## config.mk

```make
export PLATFORM = sky130hd
export DESIGN_NAME = sprite_motion_ctrl
export DESIGN_NICKNAME = d
export VERILOG_FILES = /design/src/rtl/sprite_motion_ctrl.sv
export SDC_FILE = /design/constraint.sdc
export NUM_CORES = 1
export LEC_CHECK = 0
export BUFFER_PORTS_ARGS = -buffer_cell sky130_fd_sc_hd__clkbuf_2
export CAP_MARGIN = 20
export CORE_MARGIN = 2
export CORE_UTILIZATION = 52
export CTS_CLUSTER_SIZE = 20
export DETAILED_ROUTE_END_ITERATION = 10
export PLACE_DENSITY = 0.8
export REMOVE_ABC_BUFFERS = 1
export SKIP_CTS_REPAIR_TIMING = 1
export SLEW_MARGIN = 20
export SYNTH_ARGS = -nofsm -noshare
export SYNTH_HDL_FRONTEND = slang
export SYNTH_SLANG_ARGS = --single-unit
```

## constraint.sdc

```tcl
create_clock -name pclk -period 3.33 [get_ports pclk]
set_input_delay 0.333 -clock pclk [delete_from_list [all_inputs] [get_ports pclk]]
set_output_delay 0.333 -clock pclk [all_outputs]
set_load 0.01 [all_outputs]
```

## src/rtl/sprite_motion_ctrl.sv

```systemverilog
// sprite_motion_ctrl: frame-synchronous position controller for the bouncing sprite.
// The sprite's top-left corner moves by (speed+1) pixels per axis once every
// FRAME_DIV frames, or once per step request while paused. It clamps and reflects
// at the screen limits, and position changes land inside vertical blanking.
module sprite_motion_ctrl #(
    parameter int H_ACTIVE  = 640,
    parameter int V_ACTIVE  = 480,
    parameter int SPRITE_W  = 100,
    parameter int SPRITE_H  = 100,
    parameter int X_INIT    = 430,
    parameter int Y_INIT    = 50,
    parameter int FRAME_DIV = 2
) (
    input  logic       pclk,
    input  logic       rst,
    input  logic       vsync,
    input  logic       run,
    input  logic       step,
    input  logic [1:0] speed,
    input  logic       dir_set_valid,
    input  logic [1:0] dir_in,
    output logic [9:0] logo_x,
    output logic [9:0] logo_y,
    output logic [1:0] dir,
    output logic       bounce,
    output logic [3:0] bounce_edge,
    output logic       busy
);

    // Position limits, in signed form for the candidate compare and unsigned for the clamp value.
    localparam logic signed [10:0] XMAX_S  = 11'(H_ACTIVE - SPRITE_W);
    localparam logic signed [10:0] YMAX_S  = 11'(V_ACTIVE - SPRITE_H);
    localparam logic [9:0]         XMAX_U  = 10'(H_ACTIVE - SPRITE_W);
    localparam logic [9:0]         YMAX_U  = 10'(V_ACTIVE - SPRITE_H);
    localparam logic [7:0]         FC_LAST = 8'(FRAME_DIV - 1);

    typedef enum logic [1:0] {
        S_WAIT,
        S_CALC,
        S_COMMIT
    } state_t;

    state_t state, state_nx;

    logic              vsync_q;
    logic              tick;
    logic              wait_tick;
    logic              upd_tick;
    logic              take_manual;
    logic              move_req;
    logic [7:0]        frame_cnt;
    logic              step_pend;
    logic [1:0]        spd_q;
    logic signed [10:0] step_amt;
    logic signed [10:0] cur_x;
    logic signed [10:0] cur_y;
    logic signed [10:0] nx;
    logic signed [10:0] ny;
    logic              x_lo, x_hi, y_lo, y_hi;
    logic              x_hit, y_hit, any_hit;
    logic [9:0]        x_new, y_new;
    logic              dir_pend;
    logic [1:0]        dir_pend_val;

    // A tick is the first cycle vsync is seen low; ticks outside WAIT are ignored entirely.
    assign tick        = vsync_q & ~vsync;
    assign wait_tick   = tick && (state == S_WAIT);
    assign upd_tick    = (frame_cnt == FC_LAST);
    assign take_manual = wait_tick && step_pend && !run;
    assign move_req    = take_manual || (wait_tick && upd_tick && run);
    assign busy        = (state != S_WAIT);

    assign step_amt = signed'({9'd0, spd_q}) + 11'sd1;
    assign cur_x    = signed'({1'b0, logo_x});
    assign cur_y    = signed'({1'b0, logo_y});

    // Reflection: landing on or past a limit clamps to it; the overshoot is dropped.
    assign x_lo    = (nx <= 11'sd0);
    assign x_hi    = (nx >= XMAX_S);
    assign y_lo    = (ny <= 11'sd0);
    assign y_hi    = (ny >= YMAX_S);
    assign x_hit   = x_lo | x_hi;
    assign y_hit   = y_lo | y_hi;
    assign any_hit = x_hit | y_hit;
    assign x_new   = x_lo ? 10'd0 : (x_hi ? XMAX_U : nx[9:0]);
    assign y_new   = y_lo ? 10'd0 : (y_hi ? YMAX_U : ny[9:0]);

    // vsync history for tick detection; resets high so a low vsync at release is not a tick.
    // NOTE: every clocked block uses non-blocking assignments so all registers update together.
    always_ff @(posedge pclk or negedge rst) begin
        if (!rst) vsync_q <= 1'b1;
        else      vsync_q <= vsync;
    end

    // Frame divider: counts accepted ticks and wraps on the update tick.
    always_ff @(posedge pclk or negedge rst) begin
        if (!rst)           frame_cnt <= 8'd0;
        else if (wait_tick) frame_cnt <= upd_tick ? 8'd0 : frame_cnt + 8'd1;
    end

    // Pending manual step: only meaningful while paused, consumed by the next tick.
    always_ff @(posedge pclk or negedge rst) begin
        if (!rst)             step_pend <= 1'b0;
        else if (run)         step_pend <= 1'b0;
        else if (step)        step_pend <= 1'b1;
        else if (take_manual) step_pend <= 1'b0;
    end

    // FSM state register.
    always_ff @(posedge pclk or negedge rst) begin
        if (!rst) state <= S_WAIT;
        else      state <= state_nx;
    end

    // FSM next state: WAIT -> CALC on a move request, then CALC -> COMMIT -> WAIT.
    // NOTE: state_nx is given a default before the case so no path leaves it unassigned (no latch).
    always_comb begin
        state_nx = state;
        case (state)
            S_WAIT:   if (move_req) state_nx = S_CALC;
            S_CALC:   state_nx = S_COMMIT;
            S_COMMIT: state_nx = S_WAIT;
            default:  state_nx = S_WAIT;
        endcase
    end

    // Speed is captured with the move request so a mid-move change cannot affect it.
    always_ff @(posedge pclk or negedge rst) begin
        if (!rst)          spd_q <= 2'd0;
        else if (move_req) spd_q <= speed;
    end

    // Candidate position, computed with the direction in force during CALC.
    always_ff @(posedge pclk or negedge rst) begin
        if (!rst) begin
            nx <= 11'sd0;
            ny <= 11'sd0;
        end else if (state == S_CALC) begin
            nx <= dir[1] ? cur_x - step_amt : cur_x + step_amt;
            ny <= dir[0] ? cur_y - step_amt : cur_y + step_amt;
        end
    end

    // Commit of position, bounce pulse and the sticky edge record.
    always_ff @(posedge pclk or negedge rst) begin
        if (!rst) begin
            logo_x      <= 10'(X_INIT);
            logo_y      <= 10'(Y_INIT);
            bounce      <= 1'b0;
            bounce_edge <= 4'd0;
        end else begin
            bounce <= 1'b0;
            if (state == S_COMMIT) begin
                logo_x <= x_new;
                logo_y <= y_new;
                if (any_hit) begin
                    bounce      <= 1'b1;
                    bounce_edge <= {x_lo, x_hi, y_lo, y_hi};
                end
            end
        end
    end

    // Direction: immediate load in WAIT; during a move a forced value is held and
    // overrides the reflection flips at COMMIT.
    always_ff @(posedge pclk or negedge rst) begin
        if (!rst) begin
            dir          <= 2'b01;
            dir_pend     <= 1'b0;
            dir_pend_val <= 2'b00;
        end else begin
            case (state)
                S_WAIT: begin
                    if (dir_set_valid) dir <= dir_in;
                end
                S_CALC: begin
                    if (dir_set_valid) begin
                        dir_pend     <= 1'b1;
                        dir_pend_val <= dir_in;
                    end
                end
                S_COMMIT: begin
                    if (dir_set_valid) dir <= dir_in;
                    else if (dir_pend) dir <= dir_pend_val;
                    else               dir <= dir ^ {x_hit, y_hit};
                    dir_pend <= 1'b0;
                end
                default: ;
            endcase
        end
    end

endmodule

```

# Yosys cells after proc, flatten, opt, wreduce, memory -nomap -nowiden

Index checks and enable logic that the tools add are counted.

Word-level logic and storage cells: 72
Input bits: 10
Register bits: 66

Equal/unequal tests: 6
$lt $le $gt $ge: 4
Muxes and demuxes: 20
Reductions and logical operators: 16
$add $sub $neg: 6
Bitwise gates (word level): 6

Operator list:

| operator               | number |
|---|---|
| $mux W10               | 4 |
| $add A10 B3 Y11        | 2 |
| $le A11 B1 Y1 const B  | 2 |
| $mux W11               | 2 |
| $sub A10 B3 Y11        | 2 |
| $ge A11 B10 Y1 const B | 1 |
| $ge A11 B11 Y1 const B | 1 |
| $add A8 B1 Y8 const B  | 1 |
| $eq A8 B1 Y1 const B   | 1 |
| $mux W2                | 4 |
| $mux W8                | 1 |
| $pmux W2 S2            | 2 |
| $reduce_and A2 Y1      | 4 |
| $mux W1                | 6 |
| $ne A2 B2 Y1 const B   | 3 |
| $reduce_bool A2 Y1     | 3 |
| $logic_and A1 B1 Y1    | 5 |
| $add A2 B1 Y3 const B  | 1 |
| $or A1 B1 Y1           | 3 |
| $reduce_bool A3 Y1     | 1 |
| $eq A2 B1 Y1 const B   | 1 |
| $eq A2 B2 Y1 const B   | 1 |
| $logic_not A2 Y1       | 1 |
| $pmux W1 S2            | 1 |
| other kinds (5)        | 5 |

# Longest topological paths before layout

Depth in word-level cells: 8
Depth in mapped cells: 10
Depth with buffers taken out: 10

# Worst setup path after synthesis

OpenSTA, ideal clock, no wires.

Path type: register to register
From: reg spd_q[0]
To: reg ny[9]
Stages on the path, launching flop included: 11
Library setup time: 69 ps
Path slack: 1,056 ps
Period minus slack after synthesis: 2,274 ps
Arrival: 2,206 ps
Cell sequence: dfrtp_1 > inv_1 > ha_1 > xor2_1 > inv_1 > ha_1 > nand3b_1 > nand2_1 > a31oi_1 > or4_1 > nand3_1

Word-level cells in the longest chain between the ends: 3

Ends and longest elaborated chain:

| what                                               | line | RTL |
|---|---|---|
| start, declared                                    | 53   | `logic [1:0] spd_q;` |
| start signal, assigned                             | 130  | `else if (move_req) spd_q <= speed;` |
| $add A2 B1 Y3 (*)                                  | 73   | `assign step_amt = signed'({9'd0, spd_q}) + 11'sd1;` |
| $add A10 B3 Y11 or $sub A10 B3 Y11 (tied branches) | 140  | `ny <= dir[0] ? cur_y - step_amt : cur_y + step_amt;` |
| $mux W11 (*)                                       | 140  |  |
| end signal, assigned                               | 140  |  |
| end, declared                                      | 58   | `logic signed [10:0] ny;` |

Every way passes the cells marked *; elsewhere a longest branch is shown, timed or not.
A chain may end at the register's enable or synchronous reset.

# Worst setup path after layout

Same ends and word-level chain as after synthesis.

==> out/summary.txt <==
Status: finished, final reports clean
Num CTS Buffers: 9
Die footprint: 7840 um^2
Grt total ovfl: 0
P_sw: 1.90 mW
Main combinational cell family by area after synthesis: simple AND/OR/NAND/NOR gates
Clock power share: 0.138
Max Root-Sink Buffers: 2
Post-synthesis instance area: 3720 um^2
Worst Hold Class: in2reg
Maximum vdd drop: 0.586 mV
Slew HR: 0.390
Total power: 4.25 mW
Synth Area in Simple Gates: 0.189
Vias in the first global route: 2779
Die width: 88.5 um
Fmax: 0.400 GHz
Clock sink total: 66
Cell depth of the worst hold path: 1
Post-Syn Area per Cell: 9.24 um^2
Final period util: 0.751
FF-to-FF End: ny[9]
Io pins: 38
Post-DRT Antenna Nets: 0
Logic pwr share: 0.518
Worst r2r src: spd_q[0]
Synthesis-to-layout area growth: 11.5%
Row count: 30
Crit end category: flip-flop
Mux share of post-synthesis cell area: 0.0145
Via Count: 3090
Synth area leader: dfrtp_1
Crit path to: ny[9]
Slowest stage delay, CP: 0.48 ns
Post-layout nets: 476
Crit. Startpoint: spd_q[0]
Clk_lat worst skew: 0.34 ns
Placement Setup Slack: 0.850 ns
CTS tree: yes
DRC errors left: 0
Ys async rst share: 1.00
Top cells by area, synth: dfrtp_1 37%, ha_1 8.1%, dfstp_2 7.8%
Pwr Density: 1030 nW/um^2
Critical setup path kind: reg2reg
Worst setup margin: 0.829 ns
Final Routed Wirelength: 8.19 mm
Tmin final: 2.50 ns
Clock Tree Root: clkbuf_8
Post-synthesis sequential area ratio: 0.448
HPWL reported at the end of detailed placement: 5.88 mm
First-pass GRT wire length: 13.6 mm
Worst-margin pin slew: 0.915 ns
EDFF count, synth: 0
Unrepaired setup endpoints after global routing: false
Synth top area share: 0.370
WP data required: 3.61 ns
CP max stage cell: or4_1
Max Cap Viol: 0
Arrival @ worst endpoint: 2.78 ns
Initial DRT Pass Iterations: 5
FF+latch count, synth: 66
R2r worst-path depth: 10
Filler instances: 613
Fin. Hold Viols: 0
Routed wire per std cell: 15.1 um
Post-synthesis cell count: 402
Dpl cells: 525
R2r setup slk: 0.83 ns
Post-Synth Adder-Cell Area: 0.0916
Detailed-route vias per instance: 5.71
Final setup skew: 0.00692 ns
Final setup violation count: 0
Reg power frac: 0.344
Startpoint types: flip-flop
Synth Area in Compound Gates: 0.177
Yosys Warn Count: 0
Critical path peak fanout: 6
Core Area: 6870 um^2
Critical path cell sequence: inv_1, ha_1, xor2_1, inv_1, ha_1, nand3b_1, nand2_1, a31oi_1, or4_1, nand3_1
Port Buffer Count: 37
Synth Area in XOR/XNOR: 0.0471
TNS Setup: 0 ns
Initial antenna violation count: 0
DRT iter0 DRCs: 202
H-tree depth: 3
Leak: 2.04 nW
Switching share of power: 0.446
Chip height: 88.5 um
Final GP Congestion: 0.928
Worst-path clk slew: 0.07 ns
Number of antenna repair diodes: 0
P_int: 2.36 mW
Main synth FF type: dfrtp_1
Non-Filler Instances: 541
Final Max Slew Viols: 0
Min-delay src: vsync
GRT Util Overall: 0.229
Pin count of the biggest net entering global routing: 67
Share of cells above drive strength 1: 0.160
Initial Util: 0.541
Yosys cell types: 52
-- registers in the layout (all words and copies together), names as in the netlist --
| register | count |
|---|---|
| nx | 11 |
| step_pend | 1 |
| ny | 11 |
| dir | 2 |
| bounce | 1 |
| state | 2 |
| bounce_edge | 4 |
| logo_x | 10 |
| logo_y | 10 |
| vsync_q | 1 |
| dir_pend | 1 |
| frame_cnt | 8 |
| spd_q | 2 |
| dir_pend_val | 2 |
-- critical path: cells and delay by family (launching register included) --
kind	cells	cell delay, ns
simple gates	4	0.78
fa+ha+maj	2	0.62
flops	1	0.43
xor+xnor	1	0.28
buf+inv	2	0.19
compound gates	1	0.14
-- cells by family (layout without fill, tap and decap cells) --
logic type,count (synthesis),count (layout)
adders and majority gates,26,26
DFF,66,66
xor gates and xnor gates,20,20
muxes,5,5
and+or+nand+nor,149,149
AOI/OAI and AO/OA,108,108
buffers and inverters,28,71
-- synthesized netlist by cell type, drive strengths merged, types with 3 or more instances --
library cell	n
a21oi	24
nor3	6
nand2b	4
inv	15
o31ai	5
nand4	4
a21o	7
a31oi	5
nor2	31
xor2	10
and3	7
dfrtp	55
a211o	3
clkbuf	11
xnor2	10
nand2	69
o21ai	41
o22ai	4
mux2	3
nand3	8
dfstp	11
o211ai	5
ha	24
nor4	6
-- area by class of cell --
| class | instances | area (um^2) | area share |
|---|---|---|---|
| Clock buffer | 13 | 149 | 0.0359 |
| Timing Repair Buffer | 40 | 208 | 0.0501 |
| Multi-Input combinational cell | 308 | 1930 | 0.466 |
| Sequential cell | 66 | 1670 | 0.402 |
| Clock inverter | 3 | 15.0 | 0.00362 |
| Inverter | 15 | 56.3 | 0.0136 |
| Tap cell | 96 | 120 | 0.0290 |
-- power by group through the flow --
stage          clock (mW)  combinational [mW]  sequential [mW]
3_5_place_dp            0                2.19             1.47
2_1_floorplan           0                1.60             1.45
3_3_place_gp            0                2.14             1.46
6_report            0.588                2.20             1.46
5_1_grt             0.639                2.50             1.51
4_1_cts             0.603                2.21             1.46
-- metrics by stage --
step | util | cell area [um^2] | hold slack, ns
3_5_place_dp | 0.579 | 3980 | 0.458
6_report | 0.603 | 4140 | 0.100
5_1_grt | 0.603 | 4140 | 0.0859
3_3_place_gp | 0.579 | 3980 | 0.450
4_1_cts | 0.603 | 4140 | 0.0896
2_1_floorplan | - | 3650 | 0.0374
-- layout by cell type, fill, tap and decap left out, types with 8 or more instances in the layout --
master    Yosys  routed
clkbuf_8      0      10
dfstp_2      11      11
dfrtp_1      55      55
nor2_1       29      29
nand2_1      69      69
inv_1        15      15
clkbuf_2      0      37
ha_1         24      24
xnor2_1      10      10
o21ai_0      39      39
nand3_1       8       8
a21oi_1      24      24
xor2_1       10      10
-- how the worst min path moves through the flow --
| stage | to | slack [ns] |
|---|---|---|
| finish | vsync_q | 0.10 |
| global placement | vsync_q | 0.45 |
| floorplan | bounce | 0.04 |
| detailed placement | vsync_q | 0.46 |
| global route | vsync_q | 0.09 |
| CTS | vsync_q | 0.09 |
-- metal layers --
layer / part of all wire / global-route usage / up-vias
li1: - / - / 1504
met1: 0.45 / 0.319 / 1464
met2: 0.47 / 0.361 / 105
met3: 0.055 / 0.0532 / 17
met4: 0.020 / 0.0675 / 0
met5: 0 / 0 / -
(Power assumes the default switching activity.)
